==> config.mk <==
export PLATFORM = sky130hd
export DESIGN_NAME = gru_seq_ctrl
export DESIGN_NICKNAME = d
export VERILOG_FILES = /design/src/rtl/gru_pkg.sv /design/src/rtl/gru_lat_timer.sv /design/src/rtl/gru_seq_ctrl.sv
export SDC_FILE = /design/constraint.sdc
export NUM_CORES = 1
export LEC_CHECK = 0
export CAP_MARGIN = 20
export CELL_PAD_IN_SITES_DETAIL_PLACEMENT = 0
export CELL_PAD_IN_SITES_GLOBAL_PLACEMENT = 1
export CORE_AREA = 2 2 114 72
export CTS_BUF_LIST = sky130_fd_sc_hd__clkbuf_4 sky130_fd_sc_hd__clkbuf_8 sky130_fd_sc_hd__clkbuf_16
export CTS_CLUSTER_DIAMETER = 60
export DETAILED_ROUTE_END_ITERATION = 10
export DIE_AREA = 0 0 116 74
export PLACE_DENSITY = 0.83
export SYNTH_ARGS = -nofsm -noshare
export SYNTH_HDL_FRONTEND = slang
export SYNTH_SLANG_ARGS = --single-unit
==> constraint.sdc <==
create_clock -name clk -period 2.54 [get_ports clk]
set_clock_uncertainty 0.2 [all_clocks]
set_input_delay 0.762 -clock clk [delete_from_list [all_inputs] [get_ports clk]]
set_output_delay 0.762 -clock clk [all_outputs]
set_load 0.01 [all_outputs]
==> src/rtl/gru_pkg.sv <==
// rtl/gru_pkg.sv - Shared types and default constants for the GRU sequence controller
package gru_pkg;

  localparam int DEF_DATA_WIDTH  = 8;
  localparam int DEF_FRACT_WIDTH = 5;
  localparam int DEF_LEN_W       = 8;
  localparam int DEF_CELL_LAT    = 2;
  localparam int DEF_H_INIT      = 0;
  localparam int TIMER_W         = 4;

  typedef enum logic [1:0] {
    IDLE    = 2'd0,
    WAIT_X  = 2'd1,
    COMPUTE = 2'd2,
    EMIT    = 2'd3
  } gru_state_e;

endpackage

==> src/rtl/gru_lat_timer.sv <==
// rtl/gru_lat_timer.sv - Loadable count-down latency timer with zero flag
module gru_lat_timer #(
  parameter int W = 4
) (
  input  logic         clk,
  input  logic         rst,
  input  logic         load,
  input  logic [W-1:0] load_val,
  output logic         zero
);

  logic [W-1:0] count;

  always_ff @(posedge clk or posedge rst) begin
    if (rst) begin
      count <= '0;
    end else if (load) begin
      count <= load_val;
    end else if (count != '0) begin
      count <= count - 1'b1;
    end
  end

  assign zero = (count == '0);

endmodule

==> src/rtl/gru_seq_ctrl.sv <==
// rtl/gru_seq_ctrl.sv - Sequences an external GRU cell over seq_len timesteps
// Optional abort input/aborted output enabled by macro GRU_SEQ_ABORT_EN.
module gru_seq_ctrl
  import gru_pkg::*;
#(
  parameter int                             DATA_WIDTH  = DEF_DATA_WIDTH,
  parameter int                             FRACT_WIDTH = DEF_FRACT_WIDTH,
  parameter int                             LEN_W       = DEF_LEN_W,
  parameter int                             CELL_LAT    = DEF_CELL_LAT,
  parameter logic signed [DATA_WIDTH-1:0]   H_INIT      = DATA_WIDTH'(DEF_H_INIT)
) (
  input  logic                  clk,
  input  logic                  rst,
  input  logic                  start,
  input  logic [LEN_W-1:0]      seq_len,
  input  logic                  x_valid,
  output logic                  x_ready,
  input  logic [DATA_WIDTH-1:0] x_data,
  output logic [DATA_WIDTH-1:0] cell_x,
  output logic [DATA_WIDTH-1:0] cell_h_in,
  input  logic [DATA_WIDTH-1:0] cell_h_out,
  output logic                  y_valid,
  input  logic                  y_ready,
  output logic [DATA_WIDTH-1:0] y_data,
  output logic                  y_last,
  output logic                  busy,
  output logic                  done
`ifdef GRU_SEQ_ABORT_EN
  ,
  input  logic                  abort,
  output logic                  aborted
`endif
);

  // H_INIT is pre-encoded with FRACT_WIDTH fraction bits; reject encodings with no integer bit.
  if (CELL_LAT < 1 || CELL_LAT > 15 || FRACT_WIDTH >= DATA_WIDTH) begin : g_param_check
    $error("gru_seq_ctrl: CELL_LAT must be 1..15 and FRACT_WIDTH < DATA_WIDTH");
  end

  gru_state_e            state, state_nxt;
  logic [LEN_W-1:0]      len_reg;
  logic [LEN_W-1:0]      step;
  logic [DATA_WIDTH-1:0] h_reg;
  logic                  tmr_zero;
  logic                  is_last;
  logic                  start_acc, zero_len, x_acc, capture, y_xfer, abort_now;

  assign is_last = (step == len_reg - 1'b1);

  gru_lat_timer #(
    .W (TIMER_W)
  ) u_lat_timer (
    .clk      (clk),
    .rst      (rst),
    .load     (x_acc),
    .load_val (TIMER_W'(CELL_LAT)),
    .zero     (tmr_zero)
  );

  always_ff @(posedge clk or posedge rst) begin
    if (rst) begin
      state <= IDLE;
    end else begin
      state <= state_nxt;
    end
  end

  always_comb begin
    state_nxt = state;
    start_acc = 1'b0;
    zero_len  = 1'b0;
    x_acc     = 1'b0;
    capture   = 1'b0;
    y_xfer    = 1'b0;
    abort_now = 1'b0;
    case (state)
      IDLE: begin
        if (start) begin
          if (seq_len != '0) begin
            start_acc = 1'b1;
            state_nxt = WAIT_X;
          end else begin
            zero_len = 1'b1;
          end
        end
      end
      WAIT_X: begin
        if (x_valid) begin
          x_acc     = 1'b1;
          state_nxt = COMPUTE;
        end
      end
      COMPUTE: begin
        if (tmr_zero) begin
          capture   = 1'b1;
          state_nxt = EMIT;
        end
      end
      EMIT: begin
        if (y_ready) begin
          y_xfer    = 1'b1;
          state_nxt = is_last ? IDLE : WAIT_X;
        end
      end
      default: state_nxt = IDLE;
    endcase
`ifdef GRU_SEQ_ABORT_EN
    // Abort wins over any handshake landing on the same edge.
    if (abort && state != IDLE) begin
      abort_now = 1'b1;
      x_acc     = 1'b0;
      capture   = 1'b0;
      y_xfer    = 1'b0;
      state_nxt = IDLE;
    end
`endif
  end

  assign x_ready = (state == WAIT_X);
  assign y_valid = (state == EMIT);
  assign y_last  = y_valid & is_last;
  assign busy    = (state != IDLE);

  always_ff @(posedge clk or posedge rst) begin
    if (rst) begin
      len_reg   <= '0;
      step      <= '0;
      h_reg     <= H_INIT;
      cell_x    <= '0;
      cell_h_in <= '0;
      y_data    <= '0;
      done      <= 1'b0;
    end else begin
      done <= zero_len | (y_xfer & is_last);
      if (start_acc) begin
        len_reg <= seq_len;
        step    <= '0;
        h_reg   <= H_INIT;
      end
      if (x_acc) begin
        cell_x    <= x_data;
        cell_h_in <= h_reg;
      end
      // Feedback comes from this captured copy, never from the live cell output.
      if (capture) begin
        h_reg  <= cell_h_out;
        y_data <= cell_h_out;
      end
      if (y_xfer) begin
        step <= step + 1'b1;
      end
      if (abort_now) begin
        h_reg <= H_INIT;
      end
    end
  end

`ifdef GRU_SEQ_ABORT_EN
  always_ff @(posedge clk or posedge rst) begin
    if (rst) begin
      aborted <= 1'b0;
    end else begin
      aborted <= abort_now;
    end
  end
`endif

endmodule
* Yosys cells after proc, flatten, opt, wreduce, memory -nomap -nowiden
Index checks and enable logic that the tools add are counted.
** Word-level totals
- Register bits :: 55
- Input bits :: 29
- Output and inout port bits :: 29
- Logic and storage cells :: 57
** Operators by class
- $add $sub $neg :: 3
- Eq/ne operators :: 9
- Muxes and demuxes :: 24
- Bitwise logic cells :: 3
- Reductions and logical operators :: 9
** Operator list (number)
- 8-bit 2-to-1 mux :: 3
- 1-bit 2-to-1 mux :: 13
- 2-bit 2-to-1 mux :: 5
- 8-bit by 1-bit adder with 8-bit output (second input constant) :: 1
- 8-bit == test :: 1
- 4-bit 2-to-1 mux :: 2
- 2-bit != test (second input constant) :: 4
- 2-bit one-hot mux with 4 select lines :: 1
- 2-bit nonzero test :: 4
- 8-bit nonzero test :: 1
- 8-bit by 1-bit subtractor with 8-bit output (second input constant) :: 1
- 5-bit AND reduction :: 1
- 2-bit == test (second input constant) :: 2
- 4-bit logical NOT :: 1
- 4-bit nonzero test :: 1
- 4-bit by 1-bit subtractor with 4-bit output (second input constant) :: 1
- 1-bit bitwise AND :: 2
- 2-bit by 1-bit == test with 1-bit output (second input constant) :: 1
- 2-bit logical NOT :: 1
- 2-bit by 1-bit != test with 1-bit output (second input constant) :: 1
- 1-bit bitwise OR :: 1

* Logic depth before layout (Yosys ltp)
Gate-level depths: netlist of run 1.
- Depth after elaboration :: 6
- Depth in mapped cells :: 8
- Mapped depth without buffers :: 7

* Modules after synthesis
A second synthesis of run 1 with hierarchy kept.
** Unflattened totals
- Cells, all modules :: 226
- Area, all modules :: 2618.8 µm²
** Modules (own cells, without submodules)
- gru_seq_ctrl :: instances 1, cells an instance 203, area an instance 2382.3 µm², seq. area each 1276.2 µm²
- gru_lat_timer :: instances 1, cells an instance 23, area an instance 236.5 µm², seq. area each 100.1 µm²

* Worst setup path before layout of run 1
Ideal clock, no wire load.
- Path kind :: register to output
- From :: register len_reg[0]
- To :: output port y_last
- Arrival :: 1835 ps
- Data required time :: 1578 ps
- Path slack :: -257 ps
- Stages on the path, launching flop included :: 6
- Buffers on the path :: 0
- Path through :: dfrtp_1 -> or4_1 -> or4_1 -> nand4_1 -> nand4_2 -> nor2_1
** Between the ends
- Word-level cells in the longest chain between the ends :: 3
** Ends and longest elaborated chain
- start, declared :: RTL line gru_seq_ctrl.sv:41 : logic [LEN_W-1:0] len_reg;
- start signal, assigned :: RTL line gru_seq_ctrl.sv:136 : len_reg <= seq_len;
- 8-bit by 1-bit subtractor with 8-bit output :: RTL line gru_seq_ctrl.sv:48 : assign is_last = (step == len_reg - 1'b1);
- 8-bit == test :: RTL line gru_seq_ctrl.sv:48
- 1-bit bitwise AND :: RTL line gru_seq_ctrl.sv:121 : assign y_last = y_valid & is_last;
- end, declared :: RTL line gru_seq_ctrl.sv:25 : output logic y_last,
No other way between the ends.

* Worst setup path after layout of run 1
- From :: register len_reg[1]
- To :: output port y_last
Same word-level chain as after synthesis.

==> impl_results.md, run 1 <==
* Setup_tns at -0.5117 ns
* Post-route setup slack at -0.5117 ns
* Critical Path AT at 2.09 ns
* CTS tree: built
* Most common cell in the netlist: dfrtp_1
* TritonCTS Buffers at 5
* Seq/Total Area, Yosys at 0.5355
* Pint at 2.944 mW
* Crit Path Category: reg2out
* Ys flop type: dfrtp_1
* Pin count of the biggest net entering global routing at 56
* Distinct cells, synth at 40
* Drc violations at 0
* Rel. slew slack at 0.7453
* Leakage power at 1.790 nW
* Syn Area/Cell at 11.68 um2
* Share of flip-flops with an asynchronous set or reset at 1.000
* Top cells by instance count after synthesis: 55 x dfrtp_1, 23 x mux2_1, 18 x nand2_1
* DR iter-0 viols at 105
* Final setup violation count at 1
* Final nets at 361
* Die area at 8584 um2
* Root Driver: clkbuf_16
* Initial core utilization at 0.3395
* Failing checks: setup timing
* Cell Area, Placed at 3576 um2
* Synth area leader: dfrtp_1
* Final worst path period share at 1.201
* Synth Cell Area at 2570 um2
* Die Ht at 74 um
* Mapped Cells at 220
* Clk pwr share at 0.183
* RSZ-0062 raised after global routing: true
* Crit. End Element: output port
* DP HPWL at 4349 um
* Antenna viol nets, final at 0
* RePlAce Congestion at 0.8527
* First-pass GRT wire length at 9708 um
* CTS H-tree lvls at 2
* Fmax at 327.7 MHz
* Power density over the cells at 1155 nW/um2
* EDFF count, synth at 0
* Sequential fraction of design power at 0.341
* Drt wl/cell at 13.95 um
* I/O Pins at 58
* Vias in the first global route at 2001
* Peak VDD IR at 0.4127 mV
* GRT Util Overall at 0.1456
* Critical path fanouts, max at 2
* Mapped Nets at 258
* Initial antenna violation count at 0
* Clk_lat worst skew at 0.29 ns
* Final Max Slew Viols at 0
* P_sw at 1.477 mW
* Non-Filler Instances at 432
* YS warnings at 0
* Clk slew on worst S/H paths at 0.08 ns
* Top post-synthesis cells by area: dfrtp_1 54%, mux2_1 10%, ha_1 4.4%, mux2_2 3.5%, o21ai_1 3.1%
* DRT Wirelength at 6028 um
* Port Buf Inserts at 57
* Area added between synthesis and finish at 48.93%
* Antenna cell count at 0
* Layout cell share with drive strength beyond 1 at 0.2469
* Worst min-delay path class: reg2reg
* Critical path required time at 1.58 ns
* Clock sinks at 55
* Switching Fraction at 0.3340
* CTS Hold Bufs at 0
* Vias per cell at 4.706
* Placed cells at 419
* FP Rows at 25
* Drt pass-1 iters at 4
* Core area at 7570 um2
* Hold Vio Cnt, Final at 0
* Clock Path Buffers at 2
* Minimum clock period at 3.052 ns
* Final Instance Area at 3827 um2
* Total gr overflow at 0
* Outcome: finished, violations left
* Yosys top cell area share at 0.5355
* Dpl ws at -0.6148 ns
* CP Launch Type: register
* Gate power share at 0.476
* Total power at 4.421 mW
* Worst-Margin Slew at 0.3811 ns
* Overall die width at 116 um
* DR vias at 2033
* Synth Register Bits at 55
* Max-cap violations at 0
==> placed cells by master (no fill, tap or decap), types with 3 or more instances in the layout <==
| cell | count |
|---|---|
| dlygate4sd2_1 | 6 |
| buf_4 | 42 |
| clkdlybuf4s50_1 | 46 |
| a21oi_1 | 4 |
| a22o_1 | 8 |
| ha_1 | 6 |
| and3_1 | 4 |
| nor2_1 | 10 |
| nand2_1 | 18 |
| mux2_1 | 22 |
| nor3_1 | 3 |
| mux2_2 | 8 |
| nand4_1 | 3 |
| nand2b_1 | 3 |
| inv_2 | 6 |
| dfrtp_1 | 55 |
| xnor2_1 | 5 |
| dlymetal6s2s_1 | 4 |
| xor2_1 | 5 |
| o21ai_1 | 16 |
| clkbuf_16 | 5 |
| inv_1 | 6 |
==> worst max-delay path: stages, from the launching register on <==
cell     delay, ns
dfrtp_1       0.40
or4_4         0.52
or4_4         0.42
nand4_1       0.10
nand4_2       0.11
nor2_2        0.11
buf_2         0.14
==> routing by layer <==
metal  vias up  part of all wire  GRT usage
li1        993                 -          -
met1       993              0.52     0.2097
met2        42              0.43     0.2203
met3         5             0.042    0.03667
met4         0            0.0095    0.04101
met5         -                 0          0
==> cells by family after synthesis <==
| family | share of synthesized area |
|---|---|
| AO/OA/AOI/OAI | 0.1047 |
| XOR/XNOR | 0.04041 |
| adder cells (fa/ha/maj) | 0.04382 |
| buffers and inverters | 0.02532 |
| flip-flops | 0.5355 |
| multiplexers | 0.1358 |
| AND/OR/NAND/NOR | 0.1144 |
==> metrics by stage <==
stage,util,hold WS (ns)
after detailed placement,0.4724,0.2766
after CTS,0.4980,0.3005
after global routing,0.5056,0.3134
final,0.5056,0.2943
after floorplan,-,0.2588
after global placement,0.4724,0.2698
==> layout make-up <==
class | count | area (um2)
well taps | 108 | 135.1
fillers | 699 | 3742
inverters | 12 | 45.04
clock inverters | 3 | 47.55
multi-input cells | 148 | 1175
clock buffers | 5 | 125.1
repair buffers | 101 | 923.4
flip-flops and latches | 55 | 1376
==> power by group through the flow <==
| stage | Clock, mW | Sequential (mW) | Combinational [mW] |
|---|---|---|---|
| 5_1_grt | 0.857 | 1.56 | 2.30 |
| 3_5_place_dp | 0 | 1.51 | 2.03 |
| 6_report | 0.810 | 1.51 | 2.11 |
| 4_1_cts | 0.825 | 1.50 | 2.04 |
| 3_3_place_gp | 0 | 1.49 | 1.99 |
| 2_1_floorplan | 0 | 1.58 | 0.941 |
==> worst paths after layout <==
| check | from | to | slack [ns] | cells past startpoint |
|---|---|---|---|---|
| min reg2reg | h_reg[2]$_DFFE_PP0P_ | cell_h_in[2]$_DFFE_PP0P_ | 0.29 | 1 |
| max reg2reg | u_lat_timer.count[0]$_DFFE_PP0P_ | state[0]$_DFFE_PP0P_ | 0.08 | 7 |
| min | h_reg[2]$_DFFE_PP0P_ | cell_h_in[2]$_DFFE_PP0P_ | 0.29 | 1 |
| min in group asynchronous | rst | done$_DFF_PP0_ | 0.64 | 3 |
| max in group asynchronous | rst | y_data[2]$_DFFE_PP0P_ | 1.24 | 3 |
| max | len_reg[1]$_DFFE_PP0P_ | y_last | -0.51 | 6 |
==> repair_timing <==
action / CTS / global route
setup buffers: 2 / 3
pin swaps: 3 / 3
gates resized for setup: 15 / 12
setup endpoints to repair: 11 / 3
(Power assumes the default switching activity.)
==> run 2, diff against run 1 <==
--- a/config.mk
+++ b/config.mk
@@ -10,7 +10,7 @@
 export CELL_PAD_IN_SITES_GLOBAL_PLACEMENT = 1
 export CORE_AREA = 2 2 114 72
 export CTS_BUF_LIST = sky130_fd_sc_hd__clkbuf_4 sky130_fd_sc_hd__clkbuf_8 sky130_fd_sc_hd__clkbuf_16
-export CTS_CLUSTER_DIAMETER = 60
+export CTS_CLUSTER_DIAMETER = 200
 export DETAILED_ROUTE_END_ITERATION = 10
 export DIE_AREA = 0 0 116 74
 export PLACE_DENSITY = 0.83
==> results of run 2 <==
Same layout as run 1: the final DEF is identical, and so are final timing and power.
